## src/rtl/ext_pkg.sv

```systemverilog
// ext_pkg: shared definitions for the immediate/data extension unit.
//   MODE_W   : width of the extension mode field
//   mode_t   : extension mode type
//   EXT_*    : extension mode encodings
package ext_pkg;

  localparam int MODE_W = 3;

  typedef logic [MODE_W-1:0] mode_t;

  localparam mode_t EXT_ZERO   = 3'd0;
  localparam mode_t EXT_SIGN   = 3'd1;
  localparam mode_t EXT_HIGH   = 3'd2;
  localparam mode_t EXT_BRANCH = 3'd3;
  localparam mode_t EXT_LB     = 3'd4;
  localparam mode_t EXT_LBU    = 3'd5;
  localparam mode_t EXT_LH     = 3'd6;
  localparam mode_t EXT_LHU    = 3'd7;

endpackage

```

## src/rtl/ext_core.sv

```systemverilog
// ext_core: purely combinational operand extension.
// Optional build macro: EXT_LOADEXT_EN makes modes 4-7 (LB/LBU/LH/LHU) legal;
// without it those modes report illegal and produce zero.
// Ports:
//   in_data  [IN_W]   raw operand
//   in_mode  [MODE_W] extension mode
//   ext_data [OUT_W]  extended result (0 when the mode is illegal)
//   illegal  [1]      mode not supported in this build
module ext_core
  import ext_pkg::*;
#(
  parameter int IN_W  = 16,
  parameter int OUT_W = 32
) (
  input  logic [IN_W-1:0]   in_data,
  input  logic [MODE_W-1:0] in_mode,
  output logic [OUT_W-1:0]  ext_data,
  output logic              illegal
);

  logic signed [OUT_W-1:0] sext;

  assign sext = {{(OUT_W-IN_W){in_data[IN_W-1]}}, in_data};

  always_comb begin
    ext_data = '0;
    illegal  = 1'b0;
    case (in_mode)
      EXT_ZERO:   ext_data = {{(OUT_W-IN_W){1'b0}}, in_data};
      EXT_SIGN:   ext_data = sext;
      EXT_HIGH:   ext_data = {in_data, {(OUT_W-IN_W){1'b0}}};
      // Branch offset: word offset turned into a byte offset.
      EXT_BRANCH: ext_data = {sext[OUT_W-3:0], 2'b00};
`ifdef EXT_LOADEXT_EN
      EXT_LB:     ext_data = {{(OUT_W-8){in_data[7]}}, in_data[7:0]};
      EXT_LBU:    ext_data = {{(OUT_W-8){1'b0}}, in_data[7:0]};
      EXT_LH:     ext_data = {{(OUT_W-16){in_data[15]}}, in_data[15:0]};
      EXT_LHU:    ext_data = {{(OUT_W-16){1'b0}}, in_data[15:0]};
`endif
      default:    illegal = 1'b1;
    endcase
  end

endmodule

```

## src/rtl/ext_pipe.sv

```systemverilog
// ext_pipe: buffered extension unit for the decode/execute boundary.
// Extends each accepted operand via ext_core and queues the result in a
// DEPTH-entry FIFO; results leave in order over a valid/ready handshake.
// Optional build macro: EXT_LOADEXT_EN (load-data modes 4-7, see ext_core).
// Ports:
//   clk, reset          clock, asynchronous active-high reset
//   flush               drop all queued entries and this cycle's input
//   in_valid/in_ready   input handshake (in_ready = room in the FIFO)
//   in_data, in_mode    operand and extension mode
//   out_valid/out_ready output handshake for the head entry
//   out_data            head entry, 0 while empty
//   count               occupancy
//   err_mode            sticky: an illegal mode was accepted
module ext_pipe
  import ext_pkg::*;
#(
  parameter int IN_W  = 16,
  parameter int OUT_W = 32,
  parameter int DEPTH = 2
) (
  input  logic                       clk,
  input  logic                       reset,
  input  logic                       flush,
  input  logic                       in_valid,
  output logic                       in_ready,
  input  logic [IN_W-1:0]            in_data,
  input  logic [MODE_W-1:0]          in_mode,
  output logic                       out_valid,
  input  logic                       out_ready,
  output logic [OUT_W-1:0]           out_data,
  output logic [$clog2(DEPTH+1)-1:0] count,
  output logic                       err_mode
);

  localparam int CNT_W = $clog2(DEPTH + 1);
  localparam int PTR_W = (DEPTH > 1) ? $clog2(DEPTH) : 1;

  function automatic logic [PTR_W-1:0] ptr_inc(input logic [PTR_W-1:0] p);
    return (p == PTR_W'(DEPTH - 1)) ? '0 : p + PTR_W'(1);
  endfunction

  logic [OUT_W-1:0] ext_data_p0;
  logic             illegal_p0;
  logic [OUT_W-1:0] fifo_p1 [DEPTH];
  logic [PTR_W-1:0] wr_ptr;
  logic [PTR_W-1:0] rd_ptr;
  logic             accept;
  logic             pop;

  ext_core #(
    .IN_W  (IN_W),
    .OUT_W (OUT_W)
  ) u_core (
    .in_data  (in_data),
    .in_mode  (in_mode),
    .ext_data (ext_data_p0),
    .illegal  (illegal_p0)
  );

  assign in_ready  = (count < CNT_W'(DEPTH));
  assign out_valid = (count != '0);
  assign accept    = in_valid & in_ready & ~flush;
  assign pop       = out_valid & out_ready & ~flush;

  // Stage p0 -> p1: extended value captured into the FIFO on acceptance.
  always_ff @(posedge clk) begin
    if (accept) fifo_p1[wr_ptr] <= ext_data_p0;
  end

  always_ff @(posedge clk or posedge reset) begin
    if (reset) begin
      wr_ptr   <= '0;
      rd_ptr   <= '0;
      count    <= '0;
      err_mode <= 1'b0;
    end else if (flush) begin
      wr_ptr <= '0;
      rd_ptr <= '0;
      count  <= '0;
    end else begin
      if (accept) wr_ptr <= ptr_inc(wr_ptr);
      if (pop)    rd_ptr <= ptr_inc(rd_ptr);
      case ({accept, pop})
        2'b10:   count <= count + CNT_W'(1);
        2'b01:   count <= count - CNT_W'(1);
        default: count <= count;
      endcase
      if (accept && illegal_p0) err_mode <= 1'b1;
    end
  end

  // Stage p1 output: head entry, forced to 0 while empty.
  assign out_data = out_valid ? fifo_p1[rd_ptr] : '0;

endmodule

```

## config.mk

```make
export PLATFORM = sky130hd
export DESIGN_NAME = ext_pipe
export DESIGN_NICKNAME = d
export VERILOG_FILES = /design/src/rtl/ext_pkg.sv /design/src/rtl/ext_core.sv /design/src/rtl/ext_pipe.sv
export SDC_FILE = /design/constraint.sdc
export NUM_CORES = 1
export LEC_CHECK = 0
export CORE_MARGIN = 2
export CORE_UTILIZATION = 31
export DETAILED_ROUTE_END_ITERATION = 8
export GPL_TIMING_DRIVEN = 0
export PLACE_DENSITY = 0.59
export SLEW_MARGIN = 20
export SYNTH_ARGS = -nofsm -noshare
export SYNTH_HDL_FRONTEND = slang
export SYNTH_HIERARCHICAL = 1
export SYNTH_SLANG_ARGS = --single-unit
```

## constraint.sdc

```tcl
create_clock -name clk -period 2.7 [get_ports clk]
set_input_delay 0.405 -clock clk [delete_from_list [all_inputs] [get_ports clk]]
set_output_delay 0.405 -clock clk [all_outputs]
set_load 0.02 [all_outputs]
```

==> metrics.md, run 1 <==
| Metric | Value |
|---|---|
| Slowest cell on crit path | clkdlybuf4s50_1 |
| Initial antenna violation count | 0 |
| CTS root buf | clkbuf_8 |
| Metal3 WL | roughly 320 um |
| Nets | 350 |
| CTS tree | done |
| Core area | 0.0102 mm2 |
| Top cell type's share of synthesized area | 59.9% |
| Total gr overflow | 0 |
| DRT iter0 DRCs | between 100 and 150 |
| WL final | 7.31 mm |
| Logic pwr share | between 10% and 20% |
| Final HPWL DP | 5.31 mm |
| TritonCTS Sinks | 69 |
| CP Buf/Inv Count | 2 |
| Syn_nets | 279 |
| Top sig layer | met4 |
| Clk_lat worst skew | 0.33 ns |
| Pwr/cell area | 562 mW/mm2 |
| Routed vias | 2193 |
| Pin count of the biggest net entering global routing | 19 |
| VDD IR max | about 0.22 mV |
| FF-to-FF path depth | 4 |
| Initial Utilization | between 30% and 40% |
| Mapped Avg Cell Area | 12.6 um2 |
| Hold Crit Class | primary input to asynchronous set/reset pin |
| Worst-path clk slew | 0.07 ns |
| Placed cells | 451 |
| Clock network power share | ~31% |
| Non-filler cells, final | around 470 |
| Io pins | 61 |
| Number of synthesized flops with an enable pin | 64 |
| Critical-path cell list | nor2_2, buf_2, nor2_1, clkdlybuf4s50_1 |
| Top cells by area, synth | edfxtp_1, mux2i_1, a21oi_1, nor2_1, dfrtp_1 |
| Final Skew | 0.00962 ns |
| Post-synthesis cell type count | 26 |
| Post-CTS Setup Bufs | 0 |
| Status | finished, final reports clean |
| Wirelength per Cell | 15.7 um |
| Pleak | 1.38 nW |
| Vias in the first global route | 2149 |
| Area after DPL | approximately 0.0040 mm2 |
| Reg2Reg Launch Point | count[1] |
| Cell Area, Synth | 0.00321 mm2 |
| CP Capture Type | primary output |
| Routed length on met1 | 3.31 mm |
| GRT Overall Usage | 13.6% |
| Max FO, Critical Path | 10 |
| Overall power | 2.35 mW |
| Buffers added on ports | 58 |
| CP top delay family | buffers and inverters |
| Sequential share of the synthesized area | between 60% and 70% |
| Start point of the critical path | count[0] |
| Fin crit share | 90.0% |
| Least-Margin Pin Slew | 0.532 ns |
| CP peak stage delay | 0.55 ns |
| Req. time, crit path | 2.30 ns |
| Vias per std cell | 4.70 |
| Drt pass-1 iters | 4 |
| Ratio of cells with drive above 1 in the final layout | 10.6% |
| Post-synth ARST share | 7.25% |
| CTS Hold Bufs | 0 |
| Hold Vio Cnt, Final | 0 |
| RSZ-0062 raised after global routing | false |
| Met2 routed WL | around 3.6 mm |
| Min Tclk post-route | 2.43 ns |
| First-pass GRT wire length | 11.2 mm |
| Die Span Y | roughly 110 um |
| Count leader, synth | edfxtp_1 |
| Post-Syn Instances | 255 |
| Area leader, netlist | edfxtp_1 |
| Finished Cell Area | 0.00419 mm2 |
| Antenna-violating nets left | 0 |
| Clock Path Buffers | 2 |
| Placement Rows | 37 |
| Max-slew headroom | 64.5% |
| # diodes | 0 |
| P&R area growth vs syn | 30.5% |
| Layout Utilization | approximately two fifths |
| Top_reg_cell synth | edfxtp_1 |
| Critical Path AT | 2.02 ns |
| WP depth | 4 |
| Die X | 106 um |
| Internal power | 1.76 mW |
| Synthesis warning total | 6 |
| Fmax | between 400 and 500 MHz |
| Final Setup Violations | 0 |
| Max Slew Vio Count | 0 |
| WS Path Type | flop to primary output |
| H-Tree Depth | 3 |
| Total CTS buffers | 9 |
| Sw Pwr | 595 uW |
| Net Sw Frac | around a quarter |
| Most frequent cells after synthesis | edfxtp_1, nor2_1, mux2i_1 |
| DRC viols | 0 |
| Startpoint Class | flop |
| Yosys reg bits | around 70 |
| Max-Cap Viols | 0 |
| Post-CTS sizing | 0 |
| DIE AREA | ~0.011 mm2 |
| Sequential share of power | 52.5% |
| GPL Wtd Cong | 0.802 |
sequential cells by signal, summed over array words and instances (netlist names):
name	cells
count	2
fifo_p1	64
wr_ptr	1
rd_ptr	1
err_mode	1
cell type report:
class                           instances  area, um2
Fill cell                             967       6000
Sequential cell                        69       2050
Multi-Input combinational cell        161       1020
Timing Repair Buffer                   60        636
Tap cell                              136        170
Clock buffer                           14        153
Buffer                                 21        131
Inverter                                4       15.0
Clock inverter                          2       12.5
power by group through the flow:
| stage | registers (mW) | clock network (mW) | logic [mW] |
|---|---|---|---|
| 2_1_floorplan | 1.26 | 0 | 0.223 |
| 3_3_place_gp | 1.26 | 0 | 0.386 |
| 3_5_place_dp | 1.26 | 0 | 0.403 |
| 4_1_cts | 1.24 | 0.743 | 0.404 |
| 5_1_grt | 1.24 | 0.795 | 0.431 |
| 6_report | 1.23 | 0.722 | 0.398 |
worst register-to-register path, cell delays in order (launching register included):
cell	delay [ns]
dfrtp_1	0.44
nor2b_1	0.25
and2b_1	0.20
nor2b_4	0.49
buf_16	0.23
final timing paths:
path                                  end  slack [ns]
setup / recovery              out_data[0]        0.27
hold / removal                   err_mode        0.26
setup reg to reg           fifo_p1[0][11]        0.78
hold reg to reg                  err_mode        0.48
max in group asynchronous          wr_ptr        2.26
min in group clk                 err_mode        0.48
metrics by stage:
step / TNS, ns / hold WS [ns] / worst slack (ns)
2_1_floorplan: 0 / 0.184 / 0.530
3_3_place_gp: -23.44 / 0.445 / -0.440
3_5_place_dp: 0 / 0.463 / 0.261
4_1_cts: 0 / 0.262 / 0.197
5_1_grt: 0 / 0.276 / 0.124
6_report: 0 / 0.265 / 0.271
logic make-up (layout without fill, tap and decap cells):
family | Yosys count | after routing | share of synthesized area [%]
simple gates | 90 | 90 | 14.8
flops | 69 | 69 | 63.8
compound gates | 35 | 35 | 5.73
mux | 33 | 33 | 10.3
buf+inv | 25 | 101 | 4.56
xor+xnor | 3 | 3 | 0.819
metal layers:
layer	vias to the layer above	track usage, %
met5	-	0
met4	0	4.61
met3	6	3.77
met2	70	22.2
met1	1060	17.4
li1	1057	-
placed cells by master, fill, tap and decap left out, types with 2 or more instances in the layout:
master and n:
edfxtp_1 64, nor2_1 36, buf_4 5, clkdlybuf4s50_1 58
nor3b_1 4, nand3b_1 14, buf_2 9, nand2b_1 15
clkbuf_1 8, o21ai_0 2, xor2_1 2, buf_6 3
dfrtp_1 5, mux2i_1 33, buf_16 2, a21oi_1 30
clkbuf_8 10, nand3_1 15, inv_1 3
No activity file was read; power rests on OpenSTA's default activity.
==> inputs of run 2 (changes only) <==
- PLACE_DENSITY: 0.59 -> 0.53
==> metrics.md, run 2 (synthesis results as in run 1) <==
| Metric | Value |
|---|---|
| Req. time, crit path | 2.30 ns (about the same) |
| Max FO, Critical Path | 10 (unchanged) |
| Routed vias | 2171 (-1.0%) |
| Min Tclk post-route | 2.42 ns (-0.0101 ns) |
| Vias in the first global route | 2185 (+1.7%) |
| Met1 GRT Util | 18.7% (+1.3 points) |
| Most frequent cells in the layout | edfxtp_1, clkdlybuf4s50_1, nor2_1, mux2i_1, a21oi_1 |
| Status | finished, final reports clean |
| Final Skew | 0.0104 ns (+0.000769 ns) |
| P&R area growth vs syn | 31.8% |
| Pleak | 1.40 nW (+1.3%) |
| Final HPWL DP | 5.34 mm (+0.53%) |
| Filler cells | 993 (+2.7%) |
| First-pass GRT wire length | 11.8 mm (+4.6%) |
| Initial antenna violation count | 0 (unchanged) |
| CP top delay family | buffers and inverters |
| Met2 usage | 21.5% (-0.74 points) |
| Post-CTS sizing | 0 (unchanged) |
| RSZ-0062 raised after global routing | false |
| M3 GR Usage | 3.77% (unchanged) |
| CTS Hold Bufs | 0 (unchanged) |
| Most used routing layer in global routing | met2 |
| Pin count of the biggest net entering global routing | 18 (-1) |
| Commonest non-fill, non-tap cell in the layout | edfxtp_1 |
| DRT iter0 DRCs | 88 (-27%) |
| CP peak stage delay | 0.55 ns (about the same) |
| Top flop regs | fifo_p1 x64, count x2 |
| CTS tree | done |
| CP Capture Type | primary output |
| Clock Path Buffers | 2 (unchanged) |
| Hold Crit Class | primary input to asynchronous set/reset pin |
| # diodes | 0 (unchanged) |
| Max-slew headroom | 62.3% (-2.2 points) |
| Total gr overflow | 0 (unchanged) |
| Initial Utilization | 31.5% (unchanged) |
| WL final | 7.31 mm (about the same) |
| DRC viols | 0 (unchanged) |
| GRT Overall Usage | 14.0% (+0.39 points) |
| CP Buf/Inv Count | 2 (unchanged) |
| Startpoint Class | flop |
| Drt pass-1 iters | 4 (unchanged) |
| Critical Path AT | 2.01 ns (about the same) |
| GPL Wtd Cong | 0.803 (about the same) |
| Non-filler cells, final | 467 (unchanged) |
| Placement Rows | 37 (unchanged) |
| Slowest cell on crit path | clkdlybuf4s50_1 |
| Max Slew Vio Count | 0 (unchanged) |
| Max-Cap Viols | 0 (unchanged) |
| Largest Register | fifo_p1 |
| CTS root buf | clkbuf_8 |
| Fin crit share | 89.6% (-0.37 points) |
| Die Span Y | 106 um (unchanged) |
| Die X | 106 um (unchanged) |
| Nets | 350 (unchanged) |
| Clk_lat worst skew | 0.35 ns (+0.02 ns) |
| Io pins | 61 (unchanged) |
| Final Setup Violations | 0 (unchanged) |
| Finished Cell Area | 0.00423 mm2 (+0.99%) |
| Sequential cell area | 0.00205 mm2 (unchanged) |
| DIE AREA | 0.0112 mm2 (unchanged) |
| Wirelength per Cell | 15.7 um (about the same) |
| Least-Margin Pin Slew | 0.565 ns (+0.0324 ns) |
| Worst-path clk slew | 0.08 ns (about the same) |
| Critical-path cell list | nor2_2, buf_2, nor2_1, clkdlybuf4s50_1 |
| Pwr/cell area | 596 mW/mm2 (+6.0%) |
| H-Tree Depth | 3 (unchanged) |
| Antenna-violating nets left | 0 (unchanged) |
| Area after DPL | 0.00402 mm2 (unchanged) |
| Multi-input gate area | 0.00102 mm2 (unchanged) |
| Core area | 0.0102 mm2 (unchanged) |
| TritonCTS Sinks | 69 (unchanged) |
| WS Path Type | flop to primary output |
| VDD IR max | 0.210 mV (-5.0%) |
| Placed cells | 451 (unchanged) |
| Buffers added on ports | 58 (unchanged) |
| Fmax | 413 MHz (+0.42%) |
| Ratio of cells with drive above 1 in the final layout | 10.6% (unchanged) |
| Max reg flops | 64 (unchanged) |
| Post-CTS Setup Bufs | 0 (unchanged) |
| Total CTS buffers | 9 (unchanged) |
| Hold Vio Cnt, Final | 0 (unchanged) |
| Layout Utilization | 41.5% (+0.41 points) |
| Vias per std cell | 4.65 (-1.0%) |
[run 2: layer usage]
metal	vias up	routed length, um
met5	-	0
met4	0	139
met3	10	412
met2	65	3270
met1	1039	3490
li1	1057	-
[run 2: power by group]
| group | internal [mW] | switching, mW | total [mW] |
|---|---|---|---|
| Sequential | 1.22 | 0.0136 | 1.23 |
| Combinational | 0.180 | 0.217 | 0.398 |
| Clock | 0.515 | 0.374 | 0.889 |
| Total | 1.92 | 0.605 | 2.52 |
[run 2: area by class of cell]
| type | count | share of cell area (%) |
|---|---|---|
| Buffer | 21 | 3.11 |
| Clock buffer | 11 | 3.11 |
| Clock inverter | 5 | 1.77 |
| Inverter | 4 | 0.355 |
| Multi-Input combinational cell | 161 | 24.2 |
| Sequential cell | 69 | 48.4 |
| Tap cell | 136 | 4.02 |
| Timing Repair Buffer | 60 | 15.0 |
[run 2: through the flow]
stage / setup slack [ns] / power [mW] / TNS (ns) / hold WS (ns)
after CTS: 0.226 / 2.55 / 0 / 0.260
final: 0.281 / 2.52 / 0 / 0.260
after global placement: -0.497 / 1.65 / -26.95 / 0.456
after floorplan: 0.530 / 1.48 / 0 / 0.184
after global routing: 0.102 / 2.64 / 0 / 0.274
after detailed placement: 0.202 / 1.66 / 0 / 0.484
[run 2: final timing paths]
path	from	to	slack (ns)	cells after the start
setup / recovery	count[1]	out_data[27]	0.28	4
hold / removal	reset	count[1]	0.26	2
setup reg to reg	count[1]	fifo_p1[0][26]	0.73	4
hold reg to reg	err_mode	err_mode	0.50	1
max in group asynchronous	reset	err_mode	2.25	2
min in group clk	err_mode	err_mode	0.50	1
